$ cat config.mk
export PLATFORM = sky130hd
export DESIGN_NAME = input_debouncer
export DESIGN_NICKNAME = d
export VERILOG_FILES = /design/src/rtl/input_debouncer.sv
export SDC_FILE = /design/constraint.sdc
export NUM_CORES = 1
export LEC_CHECK = 0
export CAP_MARGIN = 25
export CELL_PAD_IN_SITES_DETAIL_PLACEMENT = 1
export CELL_PAD_IN_SITES_GLOBAL_PLACEMENT = 2
export CORE_ASPECT_RATIO = 1.25
export CORE_MARGIN = 2
export CORE_UTILIZATION = 40
export CTS_CLUSTER_SIZE = 30
export DETAILED_ROUTE_END_ITERATION = 6
export GPL_TIMING_DRIVEN = 0
export HOLD_SLACK_MARGIN = 0.05
export PLACE_DENSITY = 0.93
export SLEW_MARGIN = 20
export SYNTH_ARGS = -nofsm -noshare
export SYNTH_HDL_FRONTEND = slang
export SYNTH_SLANG_ARGS = --single-unit
export TNS_END_PERCENT = 1
$ cat constraint.sdc
create_clock -name clk_10mhz -period 5.55 [get_ports clk_10mhz]
set_input_delay 0.555 -clock clk_10mhz [delete_from_list [all_inputs] [get_ports clk_10mhz]]
set_output_delay 0.555 -clock clk_10mhz [all_outputs]
set_load 0.03 [all_outputs]
$ cat src/rtl/input_debouncer.sv
// Per-channel switch debouncer: 2-flop synchronizer, stability counter, optional edge pulses.
// Latency: a steady level reaches in_stable DEBOUNCE_CYCLES+2 edges after it is first sampled.
// No backpressure: outputs update every cycle. Optional macro DEBOUNCER_EDGE_PULSE_EN enables in_rise/in_fall.
module input_debouncer #(
  parameter int WIDTH           = 5,
  parameter int DEBOUNCE_CYCLES = 100000
) (
  input  logic             clk_10mhz,
  input  logic             rst,
  input  logic [WIDTH-1:0] in_raw,
  output logic [WIDTH-1:0] in_stable,
  output logic [WIDTH-1:0] in_rise,
  output logic [WIDTH-1:0] in_fall
);

  localparam int            CW       = $clog2(DEBOUNCE_CYCLES);
  localparam logic [CW-1:0] CNT_LAST = CW'(DEBOUNCE_CYCLES - 1);

  logic [WIDTH-1:0] sync1;
  logic [WIDTH-1:0] sync2;
  logic [WIDTH-1:0] stable_next;
  logic [CW-1:0]    cnt      [WIDTH];
  logic [CW-1:0]    cnt_next [WIDTH];

  // Per-channel qualification: count consecutive mismatches, commit on the last one.
  always_comb begin
    for (int i = 0; i < WIDTH; i++) begin
      stable_next[i] = in_stable[i];
      cnt_next[i]    = '0;
      if (sync2[i] != in_stable[i]) begin
        if (cnt[i] == CNT_LAST) begin
          stable_next[i] = sync2[i];
          cnt_next[i]    = '0;
        end else begin
          cnt_next[i] = cnt[i] + CW'(1);
        end
      end
    end
  end

  // Synchronizer, counters and debounced level; reset clears everything.
  always_ff @(posedge clk_10mhz) begin
    if (rst) begin
      sync1     <= '0;
      sync2     <= '0;
      in_stable <= '0;
      for (int i = 0; i < WIDTH; i++) cnt[i] <= '0;
    end else begin
      sync1     <= in_raw;
      sync2     <= sync1;
      in_stable <= stable_next;
      for (int i = 0; i < WIDTH; i++) cnt[i] <= cnt_next[i];
    end
  end

`ifdef DEBOUNCER_EDGE_PULSE_EN
  logic [WIDTH-1:0] rise_q;
  logic [WIDTH-1:0] fall_q;

  // Edge pulses registered alongside in_stable so they line up with its change.
  always_ff @(posedge clk_10mhz) begin
    if (rst) begin
      rise_q <= '0;
      fall_q <= '0;
    end else begin
      rise_q <= stable_next & ~in_stable;
      fall_q <= ~stable_next & in_stable;
    end
  end

  assign in_rise = rise_q;
  assign in_fall = fall_q;
`else
  assign in_rise = '0;
  assign in_fall = '0;
`endif

endmodule

# --- Word-level counts from Yosys, hierarchy flattened ---
# Memories as Yosys holds them, arrays and structs flattened.
# Index checks and enable logic that the tools add are counted.
totals:
  ramBits: 85
  inputBits: 7
  out_inout_bits: 15
  memories: 1
  wordCells: 51
  ff_bits: 15
mem_list:
  columns: ["memory", "depth", "width", "rd", "rd_ports_with_merged_regs", "wr", "line", "text"]
  rows:
  - ["cnt", 5, 17, 5, 0, 5, "22", "logic [CW-1:0] cnt [WIDTH];"]
op_classes:
  muxes: 18
  eq_ne: 10
  reduce_logical: 5
  add_sub_neg: 5
  bitwise_logic: 5
op_table:
  columns: ["op", "n"]
  rows:
  - ["$mux 17", 15]
  - ["$add 17x1->17 const B", 5]
  - ["$eq 17x17->1 const B", 5]
  - ["$reduce_and 2->1", 5]
  - ["$ne 1x1->1", 5]
  - ["$or 1x1->1", 5]
  - ["$mux 1", 3]

# --- Logic depth before layout (Yosys ltp) ---
# Gate-level depths: netlist (run 1).
# An unclocked memory read counts as a cell.
logic_depth:
  ltp_word: 5
  ltp_mapped: 7
  mapped_depth_nobuf: 5

# --- Least setup slack after synthesis (run 1) ---
# OpenSTA, ideal clock, no wires.
synth_timing:
  path_type: "flip-flop to flip-flop"
  start: "memory cnt[0][51] (netlist name)"
  end: "memory cnt[0][60] (netlist name)"
  required_time_ns: 5.435
  arrival_time_ns: 1.702
  synth_period_minus_slack_ns: 1.817
  stages_incl_launch_ff: 7
  path_slack_ns: 3.733
  path_cell_list: "dfxtp_1 ha_1 nand2_1 or4_4 o31ai_4 buf_4 nor2_1"
synth_rtl:
  columns: ["item", "line"]
  rows:
  - ["start: declaration", "22"]

==> impl_metrics.env, run 1 <==
export IMPL_cts_buffers_inserted=9
export IMPL_grt_pass1_vias=3610
export IMPL_timing_critical_path_to_type="flip-flop"
export IMPL_detail_route_first_pass_iterations=4
export IMPL_grt_antenna_before_repair=0
export IMPL_timing_clock_skew_ps=5.70
export IMPL_seq_area_frac_synth=0.450
export IMPL_power_switching_share=0.213
export IMPL_worstHoldPathCells=1
export IMPL_grt_max_degree=17
export IMPL_grt_total_usage=0.170
export IMPL_post_synth_fa_ha_maj_area_fraction=0.0141
export IMPL_placeableCoreArea_mm2=0.0110
export IMPL_synth_compound_area_share=0.0293
export IMPL_cp_data_arrival_time_ps=2370
export IMPL_clock_tree_from_tritoncts="yes"
export IMPL_commonest_non_fill_non_tap_cells_in_the_layout="dfxtp_1 (100), nor2_1 (87), xnor2_1 (46)"
export IMPL_clock_latency_ps=350
export IMPL_cp_required_ps=5780
export IMPL_synth_area_mux_share=0.00450
export IMPL_syn_to_final_growth_pct=14.0
export IMPL_path_clk_slew_ps=70
export IMPL_power_frac_seq=0.514
export IMPL_min_delay_path_class="reg -> reg"
export IMPL_synthesis_instances=501
export IMPL_routed_wirelength_mm=9.56
export IMPL_clock_sinks=100
export IMPL_post_synthesis_simple_gate_area_fraction=0.310
export IMPL_grt_ovfl_total=0
export IMPL_floorplan_initialDensity=0.405
export IMPL_layout_cells_non_filler=672
export IMPL_fp_dieH_um=122
export IMPL_switching_power_mw=0.300
export IMPL_max_cap_violations=0
export IMPL_vias=3563
export IMPL_setup_worst_path_start_class="flip-flop"
export IMPL_buffer_ports_inserted=11
export IMPL_power_ir_vdd_worst_mv=0.140
export IMPL_syn_area_mm2=0.00445
export IMPL_detailedPlacementHpwl_mm=6.85
export IMPL_ios=22
export IMPL_setup_violations=0
export IMPL_p_leak_nw=1.54
export IMPL_gp_congestion=0.827
export IMPL_mostFrequentLayoutCell="dfxtp_1"
export IMPL_fillCellCount=1317
export IMPL_synth_top_family_by_area="simple AND/OR/NAND/NOR gates"
export IMPL_buffer_levels_on_the_longest_clock_path=2
export IMPL_cts_setup_buffers=0
export IMPL_vias_per_cell=5.30
export IMPL_fin_crit_ps=2130
export IMPL_syn_avg_cell_area_um2=8.88
export IMPL_antenna_cells=0
export IMPL_intPower_mw=1.11
export IMPL_drive_gt1_frac=0.0745
export IMPL_synthDistinctLibCells=38
export IMPL_die_width_um=98.3
export IMPL_multi_input_comb_area_mm2=0.00228
export IMPL_fp_dieArea_mm2=0.0120
export IMPL_min_period_over_period=0.384
export IMPL_seqCellArea_mm2=0.00200
export IMPL_antenna_left=0
export IMPL_reg2reg_depth=7
export IMPL_nets=544
export IMPL_rows=43
export IMPL_first_pass_grt_wire_length_mm=16.6
export IMPL_criticalPathCategory="reg -> reg"
export IMPL_h_tree_depth=3
export IMPL_comb_power_share=0.024
export IMPL_maxSlewViolCount=0
export IMPL_ys_seq_elements=100
export IMPL_power_per_cell_area_mw_per_mm2=278
export IMPL_crit_fanout=10
export IMPL_finalSetupTns_ps=0
export IMPL_synth_xor_area_share=0.148
export IMPL_remaining_drc_errors=0
export IMPL_wl_per_cell_um=14.2
export IMPL_placed_cells_incl_taps=656
export IMPL_cts_repair_resized=0
export IMPL_post_cts_hold_buffer_count=0
export IMPL_outcome="completed"
export IMPL_yosys_warnings=0
export IMPL_iter_0_drt_violations=106
export IMPL_cts_root_buf="clkbuf_16"
export IMPL_timing_final_hold_violations=0
export IMPL_clock_fmax_mhz=469
export IMPL_clkPwrFrac=0.462
export IMPL_rsz0062_at_grt="false"
==> area by class of cell <==
cell class	instances	share of cell area
tap	135	0.0333
clock inverter	5	0.0116
inverter	16	0.0118
timing repair buffer	11	0.0217
clock buffer	11	0.0498
buffer	22	0.0264
sequential	100	0.395
multi-input combinational	372	0.451
==> per-stage QoR <==
stage           util  hold WS [ps]  setup slack, ps  area (µm²)  power, mW
2_1_floorplan      -           414             3730        4480      0.766
3_3_place_gp   0.434           415             3220        4760      0.774
3_5_place_dp   0.434           430             3130        4760      0.775
4_1_cts        0.462           446             3420        5070       1.43
5_1_grt        0.462           468             3150        5070       1.45
6_report       0.462           440             3420        5070       1.41
==> state kept, by name, indices dropped and copies added (netlist names) <==
name,count
cnt,85
in_stable,5
sync1,5
sync2,5
==> critical path: stages, from the launching register on <==
cell and delay, ps:
dfxtp_1 470, ha_1 180, buf_2 220, nor4bb_1 290, nand4_1 220, nand2_1 290
buf_2 280, nor2_1 80
==> kinds of logic (layout without fill, tap and decap cells) <==
family / Yosys count / count (layout)
adders and majority gates: 5 / 5
buffers and inverters: 38 / 65
and+or+nand+nor: 261 / 261
AOI/OAI and AO/OA: 19 / 19
xor gates and xnor gates: 75 / 75
other: 1 / 10
DFF: 100 / 100
muxes: 2 / 2
==> synth_stat cells <==
master | count | area [µm²]
nand3_2 | 2 | 20.0
nand4b_1 | 1 | 8.76
o21ai_0 | 4 | 20.0
o31ai_1 | 4 | 30.0
xor2_1 | 29 | 254
or3_4 | 1 | 11.3
nor3_1 | 14 | 70.1
nand3_1 | 34 | 170
conb_1 | 1 | 3.75
ha_1 | 5 | 62.6
or4_4 | 1 | 11.3
nand3b_1 | 1 | 7.51
and3_1 | 4 | 25.0
clkbuf_1 | 5 | 18.8
nand4bb_1 | 1 | 11.3
dfxtp_1 | 100 | 2000
a21oi_1 | 8 | 40.0
and4_1 | 5 | 43.8
buf_4 | 12 | 90.1
mux2i_1 | 2 | 20.0
nor4bb_1 | 5 | 50.1
clkbuf_2 | 1 | 5.00
o21bai_2 | 1 | 11.3
o31ai_4 | 1 | 21.3
and4b_1 | 2 | 20.0
nor4_1 | 25 | 156
or3_1 | 4 | 25.0
xnor2_1 | 46 | 403
nand2b_1 | 5 | 31.3
or2_2 | 1 | 6.26
nor2b_1 | 11 | 68.8
buf_2 | 4 | 20.0
nand2_1 | 20 | 75.1
or4_1 | 6 | 45.0
nand4_1 | 31 | 194
inv_1 | 16 | 60.1
nor2_1 | 87 | 327
o21bai_1 | 1 | 7.51
==> power by group through the flow <==
stage	clock network, mW	registers (mW)	logic [mW]
floorplan	0	0.740	0.0260
global placement	0	0.741	0.0335
detailed placement	0	0.741	0.0343
CTS	0.669	0.724	0.0346
global route	0.692	0.725	0.0376
finish	0.651	0.725	0.0343
==> routing by layer <==
metal	share of wire	GRT usage	vias up
met5	0	0	-
met4	0.022	0.0668	0
met3	0.019	0.0327	12
met2	0.52	0.301	42
met1	0.44	0.201	1727
li1	-	-	1782
==> path summary, 6_finish.rpt <==
check | startpoint | endpoint | slack (ps)
setup / recovery | cnt[0][17]$_SDFF_PP0_ | cnt[0][22]$_SDFF_PP0_ | 3420
hold reg to reg | sync1[2]$_SDFF_PP0_ | sync2[2]$_SDFF_PP0_ | 440
setup reg to reg | cnt[0][17]$_SDFF_PP0_ | cnt[0][22]$_SDFF_PP0_ | 3420
hold / removal | sync1[2]$_SDFF_PP0_ | sync2[2]$_SDFF_PP0_ | 440
(Power assumes the default switching activity.)
==> run 2: changes to the inputs <==
CORE_UTILIZATION = 34   (was 40)
PLACE_DENSITY = 0.85   (was 0.93)
clock period = 1.85 ns   (was 5.55 ns; I/O delays follow)
==> run 2 against run 1 <==
Effect of this change:
- global-route usage is 2.1 points lower
- worst setup slack worse by 3300 ps
- die area is 17% higher
- non-clock buffer count is 3 higher
- register-to-register slack worse by 3300 ps
- critical path depth is 2 lower
==> impl_metrics.env, run 2 (synthesis results as in run 1) <==
export IMPL_outcome="completed"
export IMPL_timing_critical_path_to_type="flip-flop"
export IMPL_layout_cells_non_filler=708
export IMPL_vias=3516
export IMPL_min_period_over_period=0.961
export IMPL_cp_data_arrival_time_ps=2060
export IMPL_timing_reg2reg_setup_slack_ps=70
export IMPL_vias_per_cell=4.97
export IMPL_gp_congestion=0.793
export IMPL_criticalPathCategory="reg -> reg"
export IMPL_h_tree_depth=3
export IMPL_critical_path_buf_inv_count=0
export IMPL_fp_dieH_um=132
export IMPL_commonest_non_fill_non_tap_cells_in_the_layout="dfxtp_1 (93), nor2_1 (87), xnor2_1 (46)"
export IMPL_maxSlewViolCount=0
export IMPL_fin_crit_ps=1780
export IMPL_wl_per_cell_um=13.5
export IMPL_cts_buffers_inserted=9
export IMPL_power_frac_seq=0.530
export IMPL_postPlaceCellArea_mm2=0.00480
export IMPL_clock_sinks=100
export IMPL_comb_power_share=0.027
export IMPL_clkPwrFrac=0.443
export IMPL_rsz0062_at_grt="true"
export IMPL_grt_max_degree=16
export IMPL_setup_violations=0
export IMPL_finalSetupTns_ps=0
export IMPL_floorplan_initialDensity=0.350
export IMPL_post_cts_hold_buffer_count=0
export IMPL_nets=547
export IMPL_grt_pass1_vias=3737
export IMPL_detailedPlacementHpwl_mm=6.96
export IMPL_syn_to_final_growth_pct=17.7
export IMPL_post_route_worst_setup_slack_ps=71.7
export IMPL_iter_0_drt_violations=69
export IMPL_grt_total_usage=0.149
export IMPL_max_cap_violations=0
export IMPL_critical_path_slowest_cell="or4_4"
export IMPL_worst_path_dominant_cell_family="simple AND/OR/NAND/NOR gates"
export IMPL_multi_input_comb_area_mm2=0.00235
export IMPL_placed_cells_incl_taps=689
export IMPL_clock_tree_from_tritoncts="yes"
export IMPL_buffer_ports_inserted=11
export IMPL_antenna_left=0
export IMPL_timing_clock_skew_ps=6.21
export IMPL_clock_fmax_mhz=562
export IMPL_largest_register_ff_count=85
export IMPL_buffer_levels_on_the_longest_clock_path=2
export IMPL_cp_cell_sequence="ha_4 > nand2_1 > or4_4 > or4_1 > a21oi_2"
export IMPL_crit_fanout=6
export IMPL_grt_ovfl_total=0
export IMPL_path_clk_slew_ps=60
export IMPL_detail_route_first_pass_iterations=4
export IMPL_remaining_drc_errors=0
export IMPL_preCtsSetupSlack_ps=-267
export IMPL_grt_antenna_before_repair=0
export IMPL_fin_area_mm2=0.00523
export IMPL_fillCellCount=1518
export IMPL_intPower_mw=3.23
export IMPL_top_register="cnt"
export IMPL_die_width_um=106
export IMPL_switching_power_mw=0.867
export IMPL_drive_gt1_frac=0.109
export IMPL_min_delay_path_class="in -> reg"
export IMPL_fp_dieArea_mm2=0.0140
export IMPL_routed_wirelength_mm=9.57
export IMPL_antenna_cells=0
export IMPL_cp_required_ps=2130
export IMPL_critPathMaxStageDelay_ps=520
export IMPL_p_leak_nw=1.58
export IMPL_rows=46
export IMPL_seqCellArea_mm2=0.00202
export IMPL_first_pass_grt_wire_length_mm=17.0
export IMPL_mostFrequentLayoutCell="dfxtp_1"
export IMPL_placeableCoreArea_mm2=0.0127
export IMPL_power_per_cell_area_mw_per_mm2=782
export IMPL_setup_worst_path_start_class="flip-flop"
export IMPL_clock_latency_ps=350
export IMPL_cts_root_buf="clkbuf_16"
export IMPL_power_switching_share=0.212
export IMPL_power_ir_vdd_worst_mv=0.416
export IMPL_timing_final_hold_violations=0
export IMPL_ios=22
export IMPL_worst_hold_slack_after_final_layout_ps=390
==> run 2: cell types whose count changed in the layout (fill, tap and decap cells not counted), sizes merged <==
cell / delta
clkbuf: +1
bufinv: -1
buf: +3
inv: -1
clkinv: +2
clkinvlp: -1
==> run 2: per-stage QoR <==
step	utilization	power [mW]
after CTS	0.406	4.16
after detailed placement	0.377	2.33
after global placement	0.377	2.32
after global routing	0.411	4.27
after floorplan	-	2.30
final	0.411	4.09
==> run 2: metal layers <==
metal,GRT usage,share of wire
met2,0.266,0.52
met5,0,0
met4,0.0658,0.020
met1,0.171,0.43
met3,0.0267,0.022
==> run 2: worst paths after layout <==
kind | startpoint | cells past startpoint | endpoint
min reg2reg | cnt[0][34]$_SDFF_PP0_ | 1 | cnt[0][34]$_SDFF_PP0_
max | cnt[0][52]$_SDFF_PP0_ | 5 | in_stable[3]$_SDFFE_PP0P_
max reg2reg | cnt[0][52]$_SDFF_PP0_ | 5 | in_stable[3]$_SDFFE_PP0P_
min | in_raw[4] | 2 | sync1[4]$_SDFF_PP0_
==> run 2: layout make-up <==
| cell class | count | share of cell area |
|---|---|---|
| Multi-Input combinational cell | 372 | 0.450 |
| Sequential cell | 100 | 0.386 |
| Clock buffer | 12 | 0.0509 |
| Tap cell | 168 | 0.0402 |
| Buffer | 21 | 0.0301 |
| Timing Repair Buffer | 15 | 0.0268 |
| Inverter | 16 | 0.0115 |
| Clock inverter | 4 | 0.00430 |
==> run 2: timing repair <==
action,CTS,global route
buffers inserted,4,0
endpoints found under the setup margin,52,66
pin swaps,4,4
resized for setup,13,21
==> run 2: power by group through the flow <==
stage	clock network (mW)	logic, mW	registers, mW
3_3_place_gp	0	0.101	2.22
2_1_floorplan	0	0.0780	2.22
3_5_place_dp	0	0.103	2.22
5_1_grt	1.97	0.123	2.17
4_1_cts	1.88	0.109	2.17
6_report	1.81	0.111	2.17
